--- src/rtl/mem_stage_hs_if.sv ---
// Data-bus bundle between the MEM stage (master) and the memory system (slave).
// Handshake: a request is held stable while dbus_req=1 and dbus_gnt=0, and it is
// accepted in the cycle dbus_req=1 and dbus_gnt=1. Each accepted request later gets
// exactly one dbus_rvalid pulse. dbus_rdata and dbus_err are meaningful only in that
// cycle.
interface mem_stage_hs_if #(
  parameter int XLEN   = 32,
  parameter int ADDR_W = 32
);
  localparam int STRB_W = XLEN / 8;

  logic              dbus_req;
  logic              dbus_we;
  logic [ADDR_W-1:0] dbus_addr;
  logic [XLEN-1:0]   dbus_wdata;
  logic [STRB_W-1:0] dbus_strb;
  logic              dbus_gnt;
  logic              dbus_rvalid;
  logic [XLEN-1:0]   dbus_rdata;
  logic              dbus_err;

  modport master (
    output dbus_req, dbus_we, dbus_addr, dbus_wdata, dbus_strb,
    input  dbus_gnt, dbus_rvalid, dbus_rdata, dbus_err
  );

  modport slave (
    input  dbus_req, dbus_we, dbus_addr, dbus_wdata, dbus_strb,
    output dbus_gnt, dbus_rvalid, dbus_rdata, dbus_err
  );
endinterface

--- src/rtl/mem_stage_hs.sv ---
// MEM pipeline stage with a variable-latency req/gnt/rvalid data bus.
// It issues loads and stores, stalls upstream while a bus access is in flight,
// detects misalignment and bus faults, and registers the WB slot.
// fsm_state exposes the bus FSM (0 IDLE, 1 REQ, 2 WAIT) for debug.
module mem_stage_hs #(
  parameter int XLEN   = 32,
  parameter int ADDR_W = 32
) (
  input  logic              clk,
  input  logic              rst,
  input  logic              in_valid,
  input  logic [XLEN-1:0]   in_alu_result,
  input  logic [XLEN-1:0]   in_store_data,
  input  logic [XLEN-1:0]   in_link_addr,
  input  logic              in_mem_read,
  input  logic              in_mem_write,
  input  logic [2:0]        in_mem_type,
  input  logic [4:0]        in_rd,
  input  logic              in_reg_write,
  input  logic [1:0]        in_wb_sel,
  input  logic              flush,
  mem_stage_hs_if.master    dbus,
  output logic              stall,
  output logic              wb_valid,
  output logic [XLEN-1:0]   wb_data,
  output logic [4:0]        wb_rd,
  output logic              wb_reg_write,
  output logic              exc_valid,
  output logic [3:0]        exc_cause,
  output logic [XLEN-1:0]   exc_addr,
  output logic [1:0]        fsm_state
);
  localparam int STRB_W = XLEN / 8;
  localparam int OFF_W  = $clog2(STRB_W);

  typedef enum logic [1:0] {S_IDLE = 2'd0, S_REQ = 2'd1, S_WAIT = 2'd2} state_t;
  state_t state, state_nx;

  // Decode of the instruction currently presented by EX/MEM.
  logic [OFF_W-1:0]  in_off;
  logic [OFF_W-1:0]  align_mask;
  logic [STRB_W-1:0] strb_base;
  logic              type_legal, misaligned, in_is_mem, issue;
  logic [XLEN-1:0]   in_wdata_sh;
  logic [STRB_W-1:0] in_strb_sh;
  logic [ADDR_W-1:0] in_addr;

  // Captured request, kept stable for REQ and used to format the response.
  logic              q_we, q_reg_write, q_killed;
  logic [ADDR_W-1:0] q_addr;
  logic [XLEN-1:0]   q_wdata, q_alu, q_link;
  logic [STRB_W-1:0] q_strb;
  logic [2:0]        q_type;
  logic [OFF_W-1:0]  q_off;
  logic [4:0]        q_rd;
  logic [1:0]        q_wb_sel;
  logic [XLEN-1:0]   rd_shift, load_data;

  assign in_off    = in_alu_result[OFF_W-1:0];
  assign in_is_mem = in_mem_read | in_mem_write;

  // Access size as an alignment mask and a base byte-enable; D/WU only exist on XLEN=64.
  always_comb begin
    align_mask = '0;
    strb_base  = STRB_W'(1);
    case (in_mem_type[1:0])
      2'b01:   begin align_mask = OFF_W'(1); strb_base = STRB_W'(4'h3);  end
      2'b10:   begin align_mask = OFF_W'(3); strb_base = STRB_W'(4'hF);  end
      2'b11:   begin align_mask = OFF_W'(7); strb_base = STRB_W'(8'hFF); end
      default: begin align_mask = '0;        strb_base = STRB_W'(1);     end
    endcase
    case (in_mem_type)
      3'b011, 3'b110: type_legal = (XLEN == 64);
      3'b111:         type_legal = 1'b0;
      default:        type_legal = 1'b1;
    endcase
  end

  assign misaligned  = !type_legal || ((in_off & align_mask) != '0);
  assign in_wdata_sh = in_store_data << {in_off, 3'b000};
  assign in_strb_sh  = strb_base << in_off;
  assign in_addr     = in_alu_result[ADDR_W-1:0] & ~ADDR_W'(STRB_W - 1);
  // Reset gates the request so every output reads 0 while rst is high.
  assign issue = (state == S_IDLE) && !rst && in_valid && in_is_mem && !misaligned && !flush;

  // Select the addressed bytes from the read beat and extend them to XLEN.
  always_comb begin
    rd_shift = dbus.dbus_rdata >> {q_off, 3'b000};
    case (q_type)
      3'b000:  load_data = XLEN'(signed'(rd_shift[7:0]));
      3'b001:  load_data = XLEN'(signed'(rd_shift[15:0]));
      3'b010:  load_data = XLEN'(signed'(rd_shift[31:0]));
      3'b100:  load_data = XLEN'(rd_shift[7:0]);
      3'b101:  load_data = XLEN'(rd_shift[15:0]);
      3'b110:  load_data = XLEN'(rd_shift[31:0]);
      default: load_data = rd_shift;
    endcase
  end

  function automatic logic [XLEN-1:0] wb_mux(input logic [1:0] sel, input logic [XLEN-1:0] alu,
                                             input logic [XLEN-1:0] ld, input logic [XLEN-1:0] link);
    case (sel)
      2'b00:   return alu;
      2'b01:   return ld;
      2'b10:   return link;
      default: return '0;
    endcase
  endfunction

  // Bus FSM state register.
  always_ff @(posedge clk or posedge rst) begin
    if (rst) state <= S_IDLE;
    else     state <= state_nx;
  end

  // Next state, bus outputs and stall; a raised request is never retracted.
  always_comb begin
    state_nx        = state;
    stall           = 1'b0;
    dbus.dbus_req   = 1'b0;
    dbus.dbus_we    = 1'b0;
    dbus.dbus_addr  = '0;
    dbus.dbus_wdata = '0;
    dbus.dbus_strb  = '0;
    case (state)
      S_IDLE: begin
        if (issue) begin
          dbus.dbus_req   = 1'b1;
          dbus.dbus_we    = in_mem_write;
          dbus.dbus_addr  = in_addr;
          dbus.dbus_wdata = in_mem_write ? in_wdata_sh : '0;
          dbus.dbus_strb  = in_mem_write ? in_strb_sh : '0;
          stall           = 1'b1;
          state_nx        = dbus.dbus_gnt ? S_WAIT : S_REQ;
        end
      end
      S_REQ: begin
        dbus.dbus_req   = 1'b1;
        dbus.dbus_we    = q_we;
        dbus.dbus_addr  = q_addr;
        dbus.dbus_wdata = q_wdata;
        dbus.dbus_strb  = q_strb;
        stall           = 1'b1;
        if (dbus.dbus_gnt) state_nx = S_WAIT;
      end
      S_WAIT: begin
        stall = !dbus.dbus_rvalid;
        if (dbus.dbus_rvalid) state_nx = S_IDLE;
      end
      default: state_nx = S_IDLE;
    endcase
  end

  // Capture the request on issue; a flush while in flight marks the result killed.
  always_ff @(posedge clk or posedge rst) begin
    if (rst) begin
      q_we <= 1'b0; q_reg_write <= 1'b0; q_killed <= 1'b0;
      q_addr <= '0; q_wdata <= '0; q_alu <= '0; q_link <= '0; q_strb <= '0;
      q_type <= '0; q_off <= '0; q_rd <= '0; q_wb_sel <= '0;
    end else if (issue) begin
      q_we        <= in_mem_write;
      q_reg_write <= in_reg_write;
      q_killed    <= 1'b0;
      q_addr      <= in_addr;
      q_wdata     <= in_mem_write ? in_wdata_sh : '0;
      q_strb      <= in_mem_write ? in_strb_sh : '0;
      q_alu       <= in_alu_result;
      q_link      <= in_link_addr;
      q_type      <= in_mem_type;
      q_off       <= in_off;
      q_rd        <= in_rd;
      q_wb_sel    <= in_wb_sel;
    end else if (state != S_IDLE && flush) begin
      q_killed <= 1'b1;
    end
  end

  // Registered WB slot and exception pulse; the two never fire together.
  always_ff @(posedge clk or posedge rst) begin
    if (rst) begin
      wb_valid <= 1'b0; wb_data <= '0; wb_rd <= '0; wb_reg_write <= 1'b0;
      exc_valid <= 1'b0; exc_cause <= '0; exc_addr <= '0;
    end else begin
      wb_valid     <= 1'b0;
      wb_reg_write <= 1'b0;
      exc_valid    <= 1'b0;
      if (state == S_IDLE && in_valid && !flush) begin
        if (in_is_mem && misaligned) begin
          exc_valid <= 1'b1;
          exc_cause <= in_mem_write ? 4'd6 : 4'd4;
          exc_addr  <= in_alu_result;
        end else if (!in_is_mem) begin
          wb_valid     <= 1'b1;
          wb_data      <= wb_mux(in_wb_sel, in_alu_result, '0, in_link_addr);
          wb_rd        <= in_rd;
          wb_reg_write <= in_reg_write;
        end
      end else if (state == S_WAIT && dbus.dbus_rvalid && !(q_killed || flush)) begin
        if (dbus.dbus_err) begin
          exc_valid <= 1'b1;
          exc_cause <= q_we ? 4'd7 : 4'd5;
          exc_addr  <= q_alu;
        end else begin
          wb_valid     <= 1'b1;
          wb_data      <= wb_mux(q_wb_sel, q_alu, load_data, q_link);
          wb_rd        <= q_rd;
          wb_reg_write <= q_reg_write;
        end
      end
    end
  end

  assign fsm_state = state;
endmodule

--- src/flat_wrapper.sv ---
// flat-port wrapper written by rule: the top's interface ports become plain ports
module mem_stage_hs_flat 
#(
  parameter int XLEN   = 32,
  parameter int ADDR_W = 32
)
  (clk, rst, in_valid, in_alu_result, in_store_data, in_link_addr, in_mem_read, in_mem_write, in_mem_type, in_rd, in_reg_write, in_wb_sel, flush, stall, wb_valid, wb_data, wb_rd, wb_reg_write, exc_valid, exc_cause, exc_addr, fsm_state, dbus_dbus_req, dbus_dbus_we, dbus_dbus_addr, dbus_dbus_wdata, dbus_dbus_strb, dbus_dbus_gnt, dbus_dbus_rvalid, dbus_dbus_rdata, dbus_dbus_err);
  mem_stage_hs_if #(.XLEN(XLEN), .ADDR_W(ADDR_W)) dbus_i ();
  input  logic clk;
  input  logic rst;
  input  logic in_valid;
  input  logic [XLEN-1:0] in_alu_result;
  input  logic [XLEN-1:0] in_store_data;
  input  logic [XLEN-1:0] in_link_addr;
  input  logic in_mem_read;
  input  logic in_mem_write;
  input  logic [2:0] in_mem_type;
  input  logic [4:0] in_rd;
  input  logic in_reg_write;
  input  logic [1:0] in_wb_sel;
  input  logic flush;
  output logic stall;
  output logic wb_valid;
  output logic [XLEN-1:0] wb_data;
  output logic [4:0] wb_rd;
  output logic wb_reg_write;
  output logic exc_valid;
  output logic [3:0] exc_cause;
  output logic [XLEN-1:0] exc_addr;
  output logic [1:0] fsm_state;
  output wire logic [$bits(dbus_i.dbus_req)-1:0] dbus_dbus_req;
  output wire logic [$bits(dbus_i.dbus_we)-1:0] dbus_dbus_we;
  output wire logic [$bits(dbus_i.dbus_addr)-1:0] dbus_dbus_addr;
  output wire logic [$bits(dbus_i.dbus_wdata)-1:0] dbus_dbus_wdata;
  output wire logic [$bits(dbus_i.dbus_strb)-1:0] dbus_dbus_strb;
  input wire logic [$bits(dbus_i.dbus_gnt)-1:0] dbus_dbus_gnt;
  input wire logic [$bits(dbus_i.dbus_rvalid)-1:0] dbus_dbus_rvalid;
  input wire logic [$bits(dbus_i.dbus_rdata)-1:0] dbus_dbus_rdata;
  input wire logic [$bits(dbus_i.dbus_err)-1:0] dbus_dbus_err;
  assign dbus_dbus_req = dbus_i.dbus_req;
  assign dbus_dbus_we = dbus_i.dbus_we;
  assign dbus_dbus_addr = dbus_i.dbus_addr;
  assign dbus_dbus_wdata = dbus_i.dbus_wdata;
  assign dbus_dbus_strb = dbus_i.dbus_strb;
  assign dbus_i.dbus_gnt = dbus_dbus_gnt;
  assign dbus_i.dbus_rvalid = dbus_dbus_rvalid;
  assign dbus_i.dbus_rdata = dbus_dbus_rdata;
  assign dbus_i.dbus_err = dbus_dbus_err;
  mem_stage_hs #(.XLEN(XLEN), .ADDR_W(ADDR_W)) u_core (.clk(clk), .rst(rst), .in_valid(in_valid), .in_alu_result(in_alu_result), .in_store_data(in_store_data), .in_link_addr(in_link_addr), .in_mem_read(in_mem_read), .in_mem_write(in_mem_write), .in_mem_type(in_mem_type), .in_rd(in_rd), .in_reg_write(in_reg_write), .in_wb_sel(in_wb_sel), .flush(flush), .dbus(dbus_i), .stall(stall), .wb_valid(wb_valid), .wb_data(wb_data), .wb_rd(wb_rd), .wb_reg_write(wb_reg_write), .exc_valid(exc_valid), .exc_cause(exc_cause), .exc_addr(exc_addr), .fsm_state(fsm_state));
endmodule
--- config.mk ---
export PLATFORM = sky130hd
export DESIGN_NAME = mem_stage_hs_flat
export DESIGN_NICKNAME = d
export VERILOG_FILES = /design/src/rtl/mem_stage_hs_if.sv /design/src/rtl/mem_stage_hs.sv /design/src/flat_wrapper.sv
export SDC_FILE = /design/constraint.sdc
export NUM_CORES = 1
export LEC_CHECK = 0
export ABC_AREA = 1
export BUFFER_PORTS_ARGS = -buffer_cell sky130_fd_sc_hd__buf_2
export CAP_MARGIN = 30
export CORE_ASPECT_RATIO = 2
export CORE_MARGIN = 5
export CORE_UTILIZATION = 35
export DETAILED_ROUTE_END_ITERATION = 7
export HOLD_SLACK_MARGIN = 0.15
export PLACE_DENSITY = 0.69
export SETUP_SLACK_MARGIN = 0.15
export SLEW_MARGIN = 20
export SYNTH_ARGS = -nofsm -noshare
export SYNTH_HDL_FRONTEND = slang
export SYNTH_SLANG_ARGS = --single-unit
--- constraint.sdc ---
create_clock -name clk -period 10.5 [get_ports clk]
set_input_delay 0.525 -clock clk [delete_from_list [all_inputs] [get_ports clk]]
set_output_delay 0.525 -clock clk [all_outputs]
set_load 0.05 [all_outputs]
# Word-level counts from Yosys, hierarchy flattened
# Index checks and enable logic that the tools add are counted.
[word_totals]
in_bits = 148
regBits = 223
wordCells = 137
out_inout_bits = 149
[classes]
eq_ne = 21
n_reduce_logical = 32
shifts = 3
mux = 59
n_bitwise = 2
[op_table]
columns = ["op", "count"]
rows = [
  ["$mux W32", 12],
  ["$pmux W32 S2", 3],
  ["$pmux W32 S4", 1],
  ["$pmux W32 S3", 1],
  ["$shl A32 B5 Y32", 1],
  ["$shr A32 B5 Y32", 1],
  ["$mux W5", 5],
  ["$mux W4", 6],
  ["$mux W1", 18],
  ["$pmux W4 S2", 2],
  ["$eq A3 B3 Y1 const B", 4],
  ["$mux W2", 6],
  ["$logic_and A1 B1 Y1", 11],
  ["$eq A2 B2 Y1 const B", 5],
  ["$ne A2 B2 Y1 const B", 5],
  ["$reduce_bool A2 Y1", 5],
  ["$eq A2 B1 Y1 const B", 3],
  ["$logic_not A2 Y1", 3],
  ["$pmux W2 S3", 1],
  ["$reduce_and A3 Y1", 2],
  ["$logic_not A1 Y1", 5],
  ["$ne A2 B1 Y1 const B", 2],
  ["$pmux W1 S2", 2],
  ["$pmux W2 S2", 1],
  ["other kinds (11)", 12],
]

# Depth between registers and ports, before layout
# Gate-level depths: netlist of run 1.
[depth]
ltp_word = 11
depth_mapped = 11

# Worst setup path after synthesis of run 1
# Ideal clock, no wire load.
[synth_timing]
path_kind = "input-to-output"
from = "in rst"
to = "out dbus_dbus_addr[2]"
path_buffers = 2
path_slack_ns = 3.701
arrival_ns = 6.274
cell_stages = 5
cell_sequence = "inv_1 -> nand3_4 -> buf_6 -> buf_2 -> o21ai_0"
[synth_between]
elab_chain_len = 8
[synth_rtl]
columns = ["item", "line_no", "source"]
rows = [
  ["start, declared", "flat_wrapper.sv:10", "input logic rst;"],
  ["$logic_not A1 Y1", "mem_stage_hs.sv:84", "assign issue = (state == S_IDLE) && !rst && in_valid && in_is_mem && !misaligned && !flush;"],
  ["$logic_and A1 B1 Y1 (5 in a row)", "mem_stage_hs.sv:84", ""],
  ["$mux W32", "mem_stage_hs.sv:127", "if (issue) begin"],
  ["$pmux W32 S2", "mem_stage_hs.sv:125", "case (state)"],
  ["end, declared", "flat_wrapper.sv:33", "output wire logic [$bits(dbus_i.dbus_addr)-1:0] dbus_dbus_addr;"],
]
# No other way between the ends.

# Worst setup path in the final report of run 1
[layout_timing]
from = "in rst"
to = "out dbus_dbus_addr[24]"
# Same word-level chain as after synthesis.

==> results of run 1 <==
[registers in the layout, indices dropped and copies added (netlist names), 4 cells and up]
register,count
u_core.exc_addr,32
u_core.q_link,32
u_core.q_wdata,32
u_core.wb_data,32
u_core.q_alu,30
u_core.q_rd,5
u_core.wb_rd,5
u_core.q_strb,4
[path summary, 6_finish.rpt]
kind	endpoint	startpoint	cells after the start	slack, ns
worst max-delay path	dbus_dbus_addr[24]	rst	9	5.88
worst min register to register	u_core.exc_cause[0]	u_core.exc_cause[0]	2	0.47
min in group asynchronous	u_core.q_alu[30]	rst	3	0.64
worst min-delay path	u_core.q_rd[1]	in_rd[1]	3	0.28
max in group asynchronous	u_core.q_wdata[26]	rst	6	8.52
worst max register to register	u_core.q_alu[24]	u_core.fsm_state[1]	8	7.39
[per-stage QoR]
step                std cells  hold slack (ns)  utilization [%]
finish                   2121           0.2771            42.69
detailed placement       2083           0.4528            40.47
CTS                      2115           0.2502            42.48
global route             2121           0.2596            42.69
global placement         2083           0.4490            40.47
floorplan                1503           0.4492                -
[per-layer routing]
metal | track usage [%] | wire [um]
met3 | 4.711 | 2601
met2 | 41.66 | 21210
met5 | 0 | 34
met4 | 15.39 | 2827
met1 | 26.44 | 15010
[worst min-delay path: cells and delay by family]
family / cells / cell delay, ns
and+or+nand+nor: 2 / 0.09
buffers and inverters: 1 / 0.08
[area by class of cell]
type                    count  area, um2  area share (%)
multi-input cells        1045       4778           37.08
diodes                      4      10.01         0.07768
clock buffers              17      425.4           3.302
clock inverters            14      171.4           1.330
well taps                 368      460.4           3.574
inverters                 176      670.6           5.205
repair buffers            307       1614           12.53
flip-flops and latches    190       4755           36.90
[power groups by stage]
stage	sequential, mW	clock (mW)	combinational [mW]
6_report	1.06	0.681	1.13
5_1_grt	1.08	0.717	1.23
4_1_cts	1.06	0.691	1.14
3_5_place_dp	1.07	0	1.13
3_3_place_gp	1.06	0	1.12
2_1_floorplan	1.36	0	0.510
[timing repair]
action | CTS | global route
hold buffers | 1 | 0
endpoints found under the hold margin | 53 | 0
resized for setup | 0 | 0
[cell families after synthesis]
logic type | synth area share, %
AOI/OAI and AO/OA | 17.65
other | 0.03502
and+or+nand+nor | 26.63
muxes | 0.1869
DFF | 44.40
buffers and inverters | 11.10
[placed cells by master (no fill, tap or decap), types with 3 or more instances in the layout]
cell type  synthesis  layout
nor2_2             4       5
dfrtp_1          190     190
nor2_4             4       4
nand2_1          495     494
diode_2            0       4
nand3_1           51      51
nor3_1             6       6
buf_4             18      11
o22ai_1           16      16
buf_2             43     293
a21oi_1           49      49
nand3_4            3       3
clkinv_4           0       3
o211ai_1          28      28
nand2_2            3       4
inv_1            165     164
a31oi_1           27      27
nand2_4            4       4
clkbuf_16          0      17
a21oi_2            3       3
nor2_1           126     125
a22oi_1           16      16
conb_1             1       3
o21ai_0          175     175
o21ai_1           15      15
inv_2              9       8
a211oi_1           5       5
inv_6              0       5
inv_8              0       4
==> impl_metrics.ini, run 1 <==
[worst_setup_path]
critical-path-max-stage-delay_ns = 0.71
critical_path_class = in2out
critPathSlowestCell = clkinv_2
crit_path_start_kind = primary input
path_buf_inv = 6
cp_common_cell = buf_2
path_cells = dlygate4sd3_1 -> buf_2 -> inv_8 -> nand3_4 -> clkinv_2 -> buf_4 -> nand2_1 -> o21ai_0 -> buf_2
endpoint_kind = output port
arrival_ns = 4.09
path_max_fanout = 58
critPathRequiredTime_ns = 9.98
path_delay_family = buffers and inverters

[cts]
post-cts-setup-buffers = 0
cts_tree = yes
cts_inserted_buffers = 17
cts.sinks = 190
clk_pin_slew_ns = 0.07
clk_latency_ns = 0.45
cts_buffer_depth = 2
htree_levels = 4
root_buffer = clkbuf_16

[floorplanning]
rows = 90
die-area_mm2 = 0.03441
initial_core_util_pct = 35.49
die_x_um = 133.7
core_mm2 = 0.03018
die_h_um = 257.4
ioPinCount = 297

[outcome]
outcome = finished clean

[grt]
grtUsageTotal_pct = 23.97
antenna_found_initial = 7
overflow = 0
grt_start_max_net_pins = 74
grt_pass1_vias = 11080
grt_pass1_wl_um = 63490

[placed_design]
pre_cts_ws_ns = 5.968
io_buffers = 293
dpl_cell_area_mm2 = 0.01221
dp_hpwl_um = 31230
finalWeightedCongestion = 0.9343

[sta]
setup_violations = 0
fin_ws_ns = 5.883
slew_headroom_pct = 42.02
hold_violations = 0
fmax_ghz = 0.2166
maxSlewViolCount = 0
rsz0062_at_grt = false
finalSetupTns_ns = 0
worst_slew_pin_slew_ns = 0.8684
layout_min_cycle_time_ns = 4.617
fin_skew_ns = 0.008786
post-route-period-util_pct = 43.97

[routing]
avgRoutedWirePerCell_um = 19.65
vias = 11120
drc_errors = 0
drt_iter0_markers = 838
drt_pass1_iterations = 8
wl_um = 41690
ant_nets = 0
vias_per_cell = 5.242

[synth]
postSynth.asyncResetShare_pct = 100.0
syn_inst = 1501
synth_largest_area_cell = dfrtp_1
yosysMostFrequentCell = nand2_1
synth.distinct_cells = 38
yosysSeqAreaShare_pct = 44.40
yosysWarnings = 0
synth-edff-count = 0
syn_area_per_cell_um2 = 7.135
synthTopCellsByArea = dfrtp_1 44%, nand2_1 17%, o21ai_0 8.2%
synth_ff_type = dfrtp_1
synth_area_mm2 = 0.01071
synth_seq_cells = 190
synth_top_area_share_pct = 44.40
ys_top_cells_by_count = 495 x nand2_1, 190 x dfrtp_1, 175 x o21ai_0

[pwr]
power_frac_seq_pct = 36.8
netSwitchingPower_mw = 1.293
p_clk_share_pct = 23.7
comb_power_share_pct = 39.5
sw_frac_of_total_pct = 45.00
leakagePower_nw = 6.875
p_int_mw = 1.580
fin_total_pwr_mw = 2.873
ir_worst_vdd_mv = 0.1236
power_density_mw_per_mm2 = 223.0

[layout]
drive_gt1_share_pct = 21.50
fillerInstances = 3153
nNetsFinal = 1885
fin_area_mm2 = 0.01288
syn2layout_area_growth_pct = 20.32

[worst_hold_path]
hp-class = in2reg

[flow_run]
maxCapViolCount = 0
(Power assumes the default switching activity.)
==> inputs of run 2 (changes only) <==
clock period = 4.8 ns   (was 10.5 ns; I/O delays follow)
==> run 2 against run 1 <==
Sequential cell count is the same. Clock power rose by 100%. Worst hold slack got worse by 0.091 ns. Combinational power rose by 120%. Total power grew 120%. Worst setup slack got worse by 4.3 ns. Via count grew 3.3%. Clock skew is 0.0025 ns higher. Die area did not move. Count of clock-buffer cells in the layout is 2 higher.
==> impl_metrics.ini, run 2 (synthesis results as in run 1) <==
[sta]
maxSlewViolCount = 0
finalSetupTns_ns = 0
rsz0062_at_grt = false
fmax_ghz = 0.3116
layout_min_cycle_time_ns = 3.209
post-route-period-util_pct = 66.85
worst_slew_pin_slew_ns = 0.8549
hold_violations = 0
fin_ws_ns = 1.591
slew_headroom_pct = 42.94
hold_ws_ns = 0.1863
fin_skew_ns = 0.01126
setup_violations = 0

[placed_design]
dpl_cell_area_mm2 = 0.01229
pre_cts_ws_ns = 1.735
placedCellCount = 2089
finalWeightedCongestion = 0.9218
dp_hpwl_um = 31750
io_buffers = 293

[cts]
cts_tree = yes
cts_buffer_depth = 2
root_buffer = clkbuf_16
cts.sinks = 190
cts_inserted_buffers = 17
clk_pin_slew_ns = 0.07
clk_latency_ns = 0.45
htree_levels = 4
cts-resized-gates = 0

[pwr]
leakagePower_nw = 7.176
ir_worst_vdd_mv = 0.2568
fin_total_pwr_mw = 6.235
power_density_mw_per_mm2 = 456.7

[routing]
wl_um = 42680
ant_nets = 0
drc_errors = 0
vias_per_cell = 5.209
drt_pass1_iterations = 7
avgRoutedWirePerCell_um = 19.36
drt_iter0_markers = 927
vias = 11490

[outcome]
outcome = finished clean

[worst_setup_path]
r2r-end = u_core.wb_data[23]
crit_path_start_kind = flip-flop
endpoint_kind = output port
r2r-start = u_core.q_off[0]
path_max_fanout = 16
critical-path-max-stage-delay_ns = 0.45
critical_path_class = reg2out
critPathSlowestCell = dfrtp_1
rrSetupSlack_ns = 2.23
path_cells = nor2_2 -> nand2_4 -> nor2_4 -> nand3_4 -> nor2_2 -> nand2_1 -> inv_2 -> nand3_1 -> nand2_1 -> buf_2
path_buf_inv = 2
critPathRequiredTime_ns = 4.56
arrival_ns = 2.97
path_delay_family = simple AND/OR/NAND/NOR gates
rr_worst_depth = 10

[layout]
final_common_cell = nand2_1
fin_util_pct = 45.23
drive_gt1_share_pct = 20.71
nNetsFinal = 1966
final_cell_mix = 494 x nand2_1, 293 x buf_2, 190 x dfrtp_1
syn2layout_area_growth_pct = 27.47
instances_no_fill = 2205
fin_area_mm2 = 0.01365
fillerInstances = 3054

[grt]
grt_pass1_wl_um = 64510
antenna_found_initial = 7
overflow = 0
grtUsageTotal_pct = 24.35
grt_pass1_vias = 11350
grt_start_max_net_pins = 68

[floorplanning]
core_mm2 = 0.03018
ioPinCount = 297
initial_core_util_pct = 35.49
rows = 90
die_h_um = 257.4
die-area_mm2 = 0.03441
die_x_um = 133.7

[flow_run]
maxCapViolCount = 0

[worst_hold_path]
hp-class = in2async
## run 2: cell type report
class                   count  area, um2  share of cell area (%)
flip-flops and latches    190       4755                   34.83
multi-input cells        1045       4778                   35.00
repair buffers            388       2415                   17.69
clock inverters            12      115.1                  0.8433
inverters                 176      666.9                   4.885
well taps                 368      460.4                   3.373
diodes                      7      17.52                  0.1283
clock buffers              19      442.9                   3.245
## run 2: report_power, final
group	leakage [nW]	switching, mW	internal [mW]
clock	0.254	0.659	0.728
combinational	4.60	1.87	0.668
sequential	2.33	0.266	2.04
total	7.18	2.80	3.44
## run 2: routing by layer
metal	global-route usage, %	share of wire, %	up-vias
li1	-	-	5426
met1	26.19	36	5375
met2	42.92	51	535
met3	4.906	6.0	149
met4	15.79	7.3	0
met5	0	0	-
## run 2: worst max-delay path by stage
stage / from / endpoint / cells after the start
2_1_floorplan: rst / dbus_dbus_wdata[22] / 7
3_3_place_gp: in_alu_result[0] / dbus_dbus_wdata[3] / 11
3_5_place_dp: in_alu_result[0] / dbus_dbus_wdata[6] / 11
4_1_cts: u_core.fsm_state[1] / dbus_dbus_wdata[6] / 10
5_1_grt: u_core.fsm_state[1] / dbus_dbus_wdata[3] / 10
6_report: u_core.fsm_state[1] / dbus_dbus_wdata[6] / 10
## run 2: tightest hold or removal path: cells and delay by family
kind	cells	cell delay, ns
buf+inv	3	0.92
## run 2: what timing repair did
action / CTS / global route
buffers inserted: 0 / 0
endpoints found under the hold margin: 104 / 0
hold buffers: 78 / 0
